==> src/rtl/riscv_pkg.sv <==
// Shared constants and fetch FSM state encoding for the RV32 front end.
package riscv_pkg;

  localparam int          XLEN      = 32;
  localparam logic [31:0] NOP_INSTR = 32'h0000_0013;

  typedef logic [1:0] fetch_state_t;

  localparam fetch_state_t ST_IDLE = 2'd0;
  localparam fetch_state_t ST_REQ  = 2'd1;
  localparam fetch_state_t ST_WAIT = 2'd2;

endpackage

==> src/rtl/fetch_skid_buf.sv <==
// One-entry {instr, pc} holding register that catches a fetch response
// arriving while the IF/ID output slot is stalled.
module fetch_skid_buf
  import riscv_pkg::*;
(
  input  logic            clk,
  input  logic            rst,
  input  logic            flush_i,
  input  logic            wr_i,
  input  logic [XLEN-1:0] wr_instr_i,
  input  logic [XLEN-1:0] wr_pc_i,
  input  logic            rd_i,
  output logic            full_o,
  output logic [XLEN-1:0] instr_o,
  output logic [XLEN-1:0] pc_o
);

  logic            full_q,  full_d;
  logic [XLEN-1:0] instr_q, instr_d;
  logic [XLEN-1:0] pc_q,    pc_d;

  // A write in the same cycle as a read refills the entry just drained.
  always_comb begin
    full_d  = full_q;
    instr_d = instr_q;
    pc_d    = pc_q;
    if (flush_i) begin
      full_d = 1'b0;
    end else if (wr_i) begin
      full_d  = 1'b1;
      instr_d = wr_instr_i;
      pc_d    = wr_pc_i;
    end else if (rd_i) begin
      full_d = 1'b0;
    end
  end

  always_ff @(posedge clk) begin
    if (rst) begin
      full_q  <= 1'b0;
      instr_q <= NOP_INSTR;
      pc_q    <= '0;
    end else begin
      full_q  <= full_d;
      instr_q <= instr_d;
      pc_q    <= pc_d;
    end
  end

  assign full_o  = full_q;
  assign instr_o = instr_q;
  assign pc_o    = pc_q;

endmodule

==> src/rtl/if_fetch.sv <==
// Instruction-fetch stage: owns the PC, runs a single-outstanding req/gnt/rvalid
// fetch to instruction memory and presents {instr, pc, pc+4, valid} to IF/ID.
module if_fetch #(
  parameter logic [31:0] RESET_PC  = 32'h0000_0000,
  parameter logic [31:0] NOP_INSTR = riscv_pkg::NOP_INSTR
) (
  input  logic        clk,
  input  logic        rst,
  input  logic        stall_i,
  input  logic        redirect_i,
  input  logic [31:0] redirect_pc_i,
  output logic        imem_req_o,
  output logic [31:0] imem_addr_o,
  input  logic        imem_gnt_i,
  input  logic        imem_rvalid_i,
  input  logic [31:0] imem_rdata_i,
  output logic [31:0] instr_o,
  output logic [31:0] pc_o,
  output logic [31:0] pc_incr_o,
  output logic        valid_o
);

  import riscv_pkg::*;

  fetch_state_t    state_q, state_d;
  logic [XLEN-1:0] pc_q, pc_d;
  logic [XLEN-1:0] fetch_pc_q, fetch_pc_d;
  logic            kill_q, kill_d;
  logic            valid_q, valid_d;
  logic [XLEN-1:0] instr_q, instr_d;
  logic [XLEN-1:0] out_pc_q, out_pc_d;

  logic            skid_full, skid_wr, skid_rd, skid_flush;
  logic [XLEN-1:0] skid_instr, skid_pc;
  logic            take_resp, out_free;
  logic [XLEN-1:0] redirect_aligned;

  assign redirect_aligned = redirect_pc_i & ~32'h3;
  assign take_resp        = (state_q == ST_WAIT) && imem_rvalid_i && !kill_q;
  assign out_free         = !valid_q || !stall_i;

  always_comb begin
    state_d    = state_q;
    pc_d       = pc_q;
    fetch_pc_d = fetch_pc_q;
    kill_d     = kill_q;
    valid_d    = valid_q;
    instr_d    = instr_q;
    out_pc_d   = out_pc_q;
    skid_wr    = 1'b0;
    skid_rd    = 1'b0;
    skid_flush = 1'b0;

    if (redirect_i) begin
      pc_d       = redirect_aligned;
      valid_d    = 1'b0;
      instr_d    = NOP_INSTR;
      skid_flush = 1'b1;
      case (state_q)
        ST_REQ: begin
          if (imem_gnt_i) begin
            fetch_pc_d = pc_q;
            kill_d     = 1'b1;
            state_d    = ST_WAIT;
          end else begin
            kill_d = kill_q && !imem_rvalid_i;
          end
        end
        ST_WAIT: begin
          // A response landing with the redirect is the wrong-path one itself.
          kill_d = !imem_rvalid_i;
          if (imem_rvalid_i) state_d = ST_REQ;
        end
        default: kill_d = kill_q && !imem_rvalid_i;
      endcase
    end else begin
      if (kill_q && imem_rvalid_i) kill_d = 1'b0;

      case (state_q)
        ST_IDLE: if (!skid_full) state_d = ST_REQ;
        ST_REQ: begin
          if (imem_gnt_i) begin
            fetch_pc_d = pc_q;
            pc_d       = pc_q + 32'd4;
            state_d    = ST_WAIT;
          end
        end
        default: ;
      endcase

      if (out_free) begin
        if (skid_full) begin
          valid_d  = 1'b1;
          instr_d  = skid_instr;
          out_pc_d = skid_pc;
          skid_rd  = 1'b1;
          skid_wr  = take_resp;
        end else if (take_resp) begin
          valid_d  = 1'b1;
          instr_d  = imem_rdata_i;
          out_pc_d = fetch_pc_q;
        end else begin
          valid_d = 1'b0;
          instr_d = NOP_INSTR;
        end
      end else begin
        skid_wr = take_resp;
      end

      // Park in IDLE while the skid holds data so no new request is issued.
      if (state_q == ST_WAIT && imem_rvalid_i)
        state_d = (skid_wr || (skid_full && !skid_rd)) ? ST_IDLE : ST_REQ;
    end
  end

  always_ff @(posedge clk) begin
    if (rst) begin
      state_q    <= ST_IDLE;
      pc_q       <= RESET_PC;
      fetch_pc_q <= RESET_PC;
      kill_q     <= (kill_q || state_q == ST_WAIT) && !imem_rvalid_i;
      valid_q    <= 1'b0;
      instr_q    <= NOP_INSTR;
      out_pc_q   <= RESET_PC;
    end else begin
      state_q    <= state_d;
      pc_q       <= pc_d;
      fetch_pc_q <= fetch_pc_d;
      kill_q     <= kill_d;
      valid_q    <= valid_d;
      instr_q    <= instr_d;
      out_pc_q   <= out_pc_d;
    end
  end

  fetch_skid_buf u_skid (
    .clk        (clk),
    .rst        (rst),
    .flush_i    (skid_flush),
    .wr_i       (skid_wr),
    .wr_instr_i (imem_rdata_i),
    .wr_pc_i    (fetch_pc_q),
    .rd_i       (skid_rd),
    .full_o     (skid_full),
    .instr_o    (skid_instr),
    .pc_o       (skid_pc)
  );

  assign imem_req_o  = (state_q == ST_REQ);
  assign imem_addr_o = pc_q;
  assign instr_o     = instr_q;
  assign pc_o        = out_pc_q;
  assign pc_incr_o   = out_pc_q + 32'd4;
  assign valid_o     = valid_q;

endmodule

==> config.mk <==
export PLATFORM = sky130hd
export DESIGN_NAME = if_fetch
export DESIGN_NICKNAME = d
export VERILOG_FILES = /design/src/rtl/riscv_pkg.sv /design/src/rtl/fetch_skid_buf.sv /design/src/rtl/if_fetch.sv
export SDC_FILE = /design/constraint.sdc
export NUM_CORES = 1
export LEC_CHECK = 0
export CORE_ASPECT_RATIO = 1.2
export CORE_MARGIN = 2
export CORE_UTILIZATION = 55
export CTS_CLUSTER_DIAMETER = 100
export DETAILED_ROUTE_END_ITERATION = 10
export DONT_BUFFER_PORTS = 1
export PLACE_DENSITY_LB_ADDON = 0.25
export SKIP_CTS_REPAIR_TIMING = 1
export SLEW_MARGIN = 5
export SYNTH_ARGS = -nofsm -noshare
export SYNTH_HDL_FRONTEND = slang
export SYNTH_SLANG_ARGS = --single-unit
==> constraint.sdc <==
create_clock -name clk -period 4 [get_ports clk]
set_clock_uncertainty 0.2 [all_clocks]
set_input_delay 1 -clock clk [delete_from_list [all_inputs] [get_ports clk]]
set_output_delay 1 -clock clk [all_outputs]
set_load 0.02 [all_outputs]
==> metrics list <==
* Status: finished, final reports clean
- In this run the vertical extent of the chip is 140.6 um.
- Launching point of the worst reg2reg path: state_q[1]
* Max VDD drop: 0.2941 mV
- Die width: between 100 and 150 um
- By area the synthesized netlist is led by sky130_fd_sc_hd__dfxtp_1, sky130_fd_sc_hd__nand2_1, sky130_fd_sc_hd__a21oi_1.
- After technology mapping, the gate count stands at 1071.
- Classification of the worst-slack hold path: reg -> reg
- Seq cells post-synth: 189
* Cells along the critical path: ha_1, nand3_1, nor4_2, buf_4, nand4_1, xnor2_1
- Maximum operating frequency: 0.2772 GHz
- Library cell occupying the most area in the post-synthesis netlist: sky130_fd_sc_hd__dfxtp_1
* Post-route design area: 9164 um^2
* Global router's overall resource usage: 24.47%
- Number of detailed-routing iterations run before antenna repair: 4
* Start point of the worst min-delay path: u_skid.instr_o[13]
* Max-capacitance violation count: 0
* Final instance count without filler cells: 1244
- For this configuration, the core starts out at a cell density of 56.70%.
* Power Density: 450.2 nW/um^2
- Leakage: 2.742 nW
- STA classifies the critical path startpoint as a register.
- Worst slew slack as a fraction of its limit: 28.56%
* First-pass GRT wire length: 33.32 mm
- In this run, placement finished with an instance count of 1212.
- Overall routed net length: approximately 21 mm
* Register-to-register setup slack: 0.98 ns
- Area share of fa/ha/maj cells after synthesis: 0.9656%
- In this run the cell area measured after placement is 8591 um^2.
- Unrepaired setup endpoints after global routing: no
- Input/output buffers: 0
- During synthesis, Yosys emitted a total of 0 warnings.
- End point of the most critical hold path: u_skid.instr_o[13]
- Die Outline Area: 16570 um^2
* Syn-to-layout area delta: 7.154%
- Filler cells: between 1000 and 1500
- In this run the core area contains 49 standard-cell rows.
- Counting both buffers and inverters, the worst setup path holds a total of 1.
* Final setup fails: 0
- Number of inserted diodes: 0
- Average via count per standard cell: about 5.8
* Number of vias in the routed layout: between 7000 and 8000
- Slew @ Worst Pin: roughly 1.1 ns
- Top cell type's share of synthesized area: 44.01%
- Counting cells, the worst reg-to-reg path comes to 6.
- Data arrives at the worst endpoint at 2.41 ns.
* Count of final max-slew check failures: 0
- Entering global routing, the biggest net connects ~160 pins.
* Skew-Pair Late Insertion Delay: 0.42 ns
* Final TNS setup: 0 ns
- Routability congestion estimate from global placement: 0.8273
- Kind of critical path: reg -> out
* TritonCTS buffer count: 17
* Fraction of synthesis flops using an asynchronous set or reset pin: 0%
* Cell variety after synth: 54
* Simple logic cell fraction of the synthesized area: 25.25%
- Once detail routing completed, the nets flagged for antenna violations numbered 0.
- Clock transition time at the flip-flop clock pins of the worst setup and hold paths: 0.06 ns
- Count of flip-flops with a built-in enable after synthesis: 1
- Fraction of the cycle the final worst path needs: approximately 90%
- The worst setup path is captured at an output pin.
- In the routed design, unresolved DRC markers number 0.
- Crit path max-delay family: flip-flops
- Of the synthesized area, sequential elements account for between 40 and 50%.
- For this run the aggregate overflow at the end of global routing stands at 0.
- Prior to clock tree synthesis, the placed netlist has a worst setup slack of 0.8330 ns.
- The clock tree synthesis step divided the H-tree into 4 levels.
- The core region is 15080 um^2.
* Xor/xnor cell area share of the yosys netlist: approximately 3.9%
* Setup WS post-layout: just under 0.4 ns
- TritonCTS built the clock tree.
* Share of synthesized area spent on multiplexers: 3.980%
- After detailed routing, the average wire length per cell comes to roughly 17 um.
- Min cycle time layout: 3.607 ns
- In this run the count of I/O pins placed on the die edge is 200.
* Number of DRC markers in iteration 0: 477
- The worst hold path was traced through 2 stages.
* Buffer depth of the longest clock path: 2
* Count of final hold-check violations: 0
* Dominant combinational cell family by area after synthesis: simple AND/OR/NAND/NOR gates
- Clk root buf: sky130_fd_sc_hd__clkbuf_16
* Final layout net count: 1102
- The number of antenna violations at the first check in global routing came to 0.
- Fraction of layout cells with a size suffix above 1: 5.962%
- Reg-to-reg critical path endpoint: imem_addr_o[17]
- The synthesized netlist devotes 15.96% of its cell area to compound gates.
- Vias in the first global route: 6508
- At the worst endpoint, the required time is 2.80 ns.
- Max Fanout on Critical Path: 8
* Mean instance size in the synthesized netlist: 7.985 um^2
- After synthesis the cells add up to roughly 8600 um^2.
- The most used flip-flop cell after synthesis is sky130_fd_sc_hd__dfxtp_1.
* Post-detail-place hpwl: 13.43 mm
- Worst path max stage delay: 0.56 ns
- Tot Pwr: 4.126 mW
- CTS sink count: 189
* Critical Path Slowest Stage Cell: sky130_fd_sc_hd__dfxtp_1
## stage by stage
stage / hold slack (ns) / utilization, %
after floorplan: 0.2360 / -
after global placement: 0.2355 / 56.96
after detailed placement: 0.2408 / 56.96
after CTS: 0.2496 / 60.76
after global routing: 0.2636 / 60.76
final: 0.2481 / 60.76
## cells in the final DEF (no fill, tap or decap), types with 8 or more instances in the layout
master,n
sky130_fd_sc_hd__buf_4,19
sky130_fd_sc_hd__inv_1,19
sky130_fd_sc_hd__a211oi_1,45
sky130_fd_sc_hd__a311oi_1,12
sky130_fd_sc_hd__nor3_1,8
sky130_fd_sc_hd__nand2_1,275
sky130_fd_sc_hd__dfxtp_1,187
sky130_fd_sc_hd__a31oi_1,30
sky130_fd_sc_hd__nand3_1,53
sky130_fd_sc_hd__and4_1,14
sky130_fd_sc_hd__nor2_1,58
sky130_fd_sc_hd__xnor2_1,31
sky130_fd_sc_hd__a21oi_1,96
sky130_fd_sc_hd__nor4_1,10
sky130_fd_sc_hd__clkbuf_16,18
sky130_fd_sc_hd__o21ai_0,13
sky130_fd_sc_hd__mux2i_1,34
sky130_fd_sc_hd__nand4_1,19
## worst reg2reg max path, stage by stage, from the launching register on
cell	delay [ns]
sky130_fd_sc_hd__dfxtp_1	0.33
sky130_fd_sc_hd__inv_1	0.11
sky130_fd_sc_hd__ha_1	0.61
sky130_fd_sc_hd__nand4_1	0.34
sky130_fd_sc_hd__or4_4	0.60
sky130_fd_sc_hd__or4_1	0.49
sky130_fd_sc_hd__a311oi_1	0.26
## cells in the mapped netlist (all sizes together) (2+ instances only)
cell / count
a2111oi: 7
a211oi: 46
a21oi: 96
a311oi: 12
a31oi: 30
and2: 2
and3: 4
and4: 15
buf: 13
clkbuf: 73
dfxtp: 188
ha: 5
inv: 19
maj3: 2
mux2i: 34
nand2: 275
nand2b: 2
nand3: 53
nand3b: 4
nand4: 20
nor2: 58
nor3: 10
nor3b: 3
nor4: 11
o211ai: 2
o21ai: 13
o31ai: 6
or2: 4
or3: 6
or4: 8
xnor2: 31
xor2: 7
## metal layers
metal	routed length [um]	GRT usage, %	share of wire (%)
met5	0	0	0
met4	453	8.941	2.2
met3	1476	6.189	7.2
met2	9248	37.21	45
met1	9441	33.77	46
## state kept, by name, summed over array words and instances (netlist names)
signal	count
fetch_pc_q	30
imem_addr_o	30
instr_o	32
kill_q	1
pc_o	30
state_q	2
u_skid.full_o	1
u_skid.instr_o	32
u_skid.pc_o	30
valid_o	1
## power by group
group	total, mW	switching [mW]	internal, mW
Sequential	2.12	0.162	1.96
Clock	1.63	0.701	0.931
Combinational	0.376	0.239	0.136
Total	4.13	1.10	3.02
## kinds of logic after synthesis
group,count (synthesis)
compound gates,219
xor+xnor,38
fa+ha+maj,7
buf+inv,106
flops,189
mux,34
other cells,1
simple gates,477
## layout make-up
cell class	instances	area, um^2	area share, %
timing repair buffer	19	142.6	1.557
sequential	189	3795	41.41
clock buffer	24	493.0	5.380
clock inverter	8	80.08	0.8738
inverter	19	71.32	0.7783
multi-input combinational	781	4327	47.21
tap	204	255.2	2.785
## worst max path at each step
| stage | startpoint | cells past startpoint | to |
|---|---|---|---|
| 2_1_floorplan | pc_o[9] | 4 | pc_incr_o[19] |
| 3_3_place_gp | pc_o[2] | 6 | pc_incr_o[22] |
| 3_5_place_dp | pc_o[2] | 6 | pc_incr_o[22] |
| 4_1_cts | pc_o[2] | 6 | pc_incr_o[22] |
| 5_1_grt | pc_o[2] | 6 | pc_incr_o[28] |
| 6_report | pc_o[2] | 6 | pc_incr_o[28] |
(Power assumes the default switching activity.)
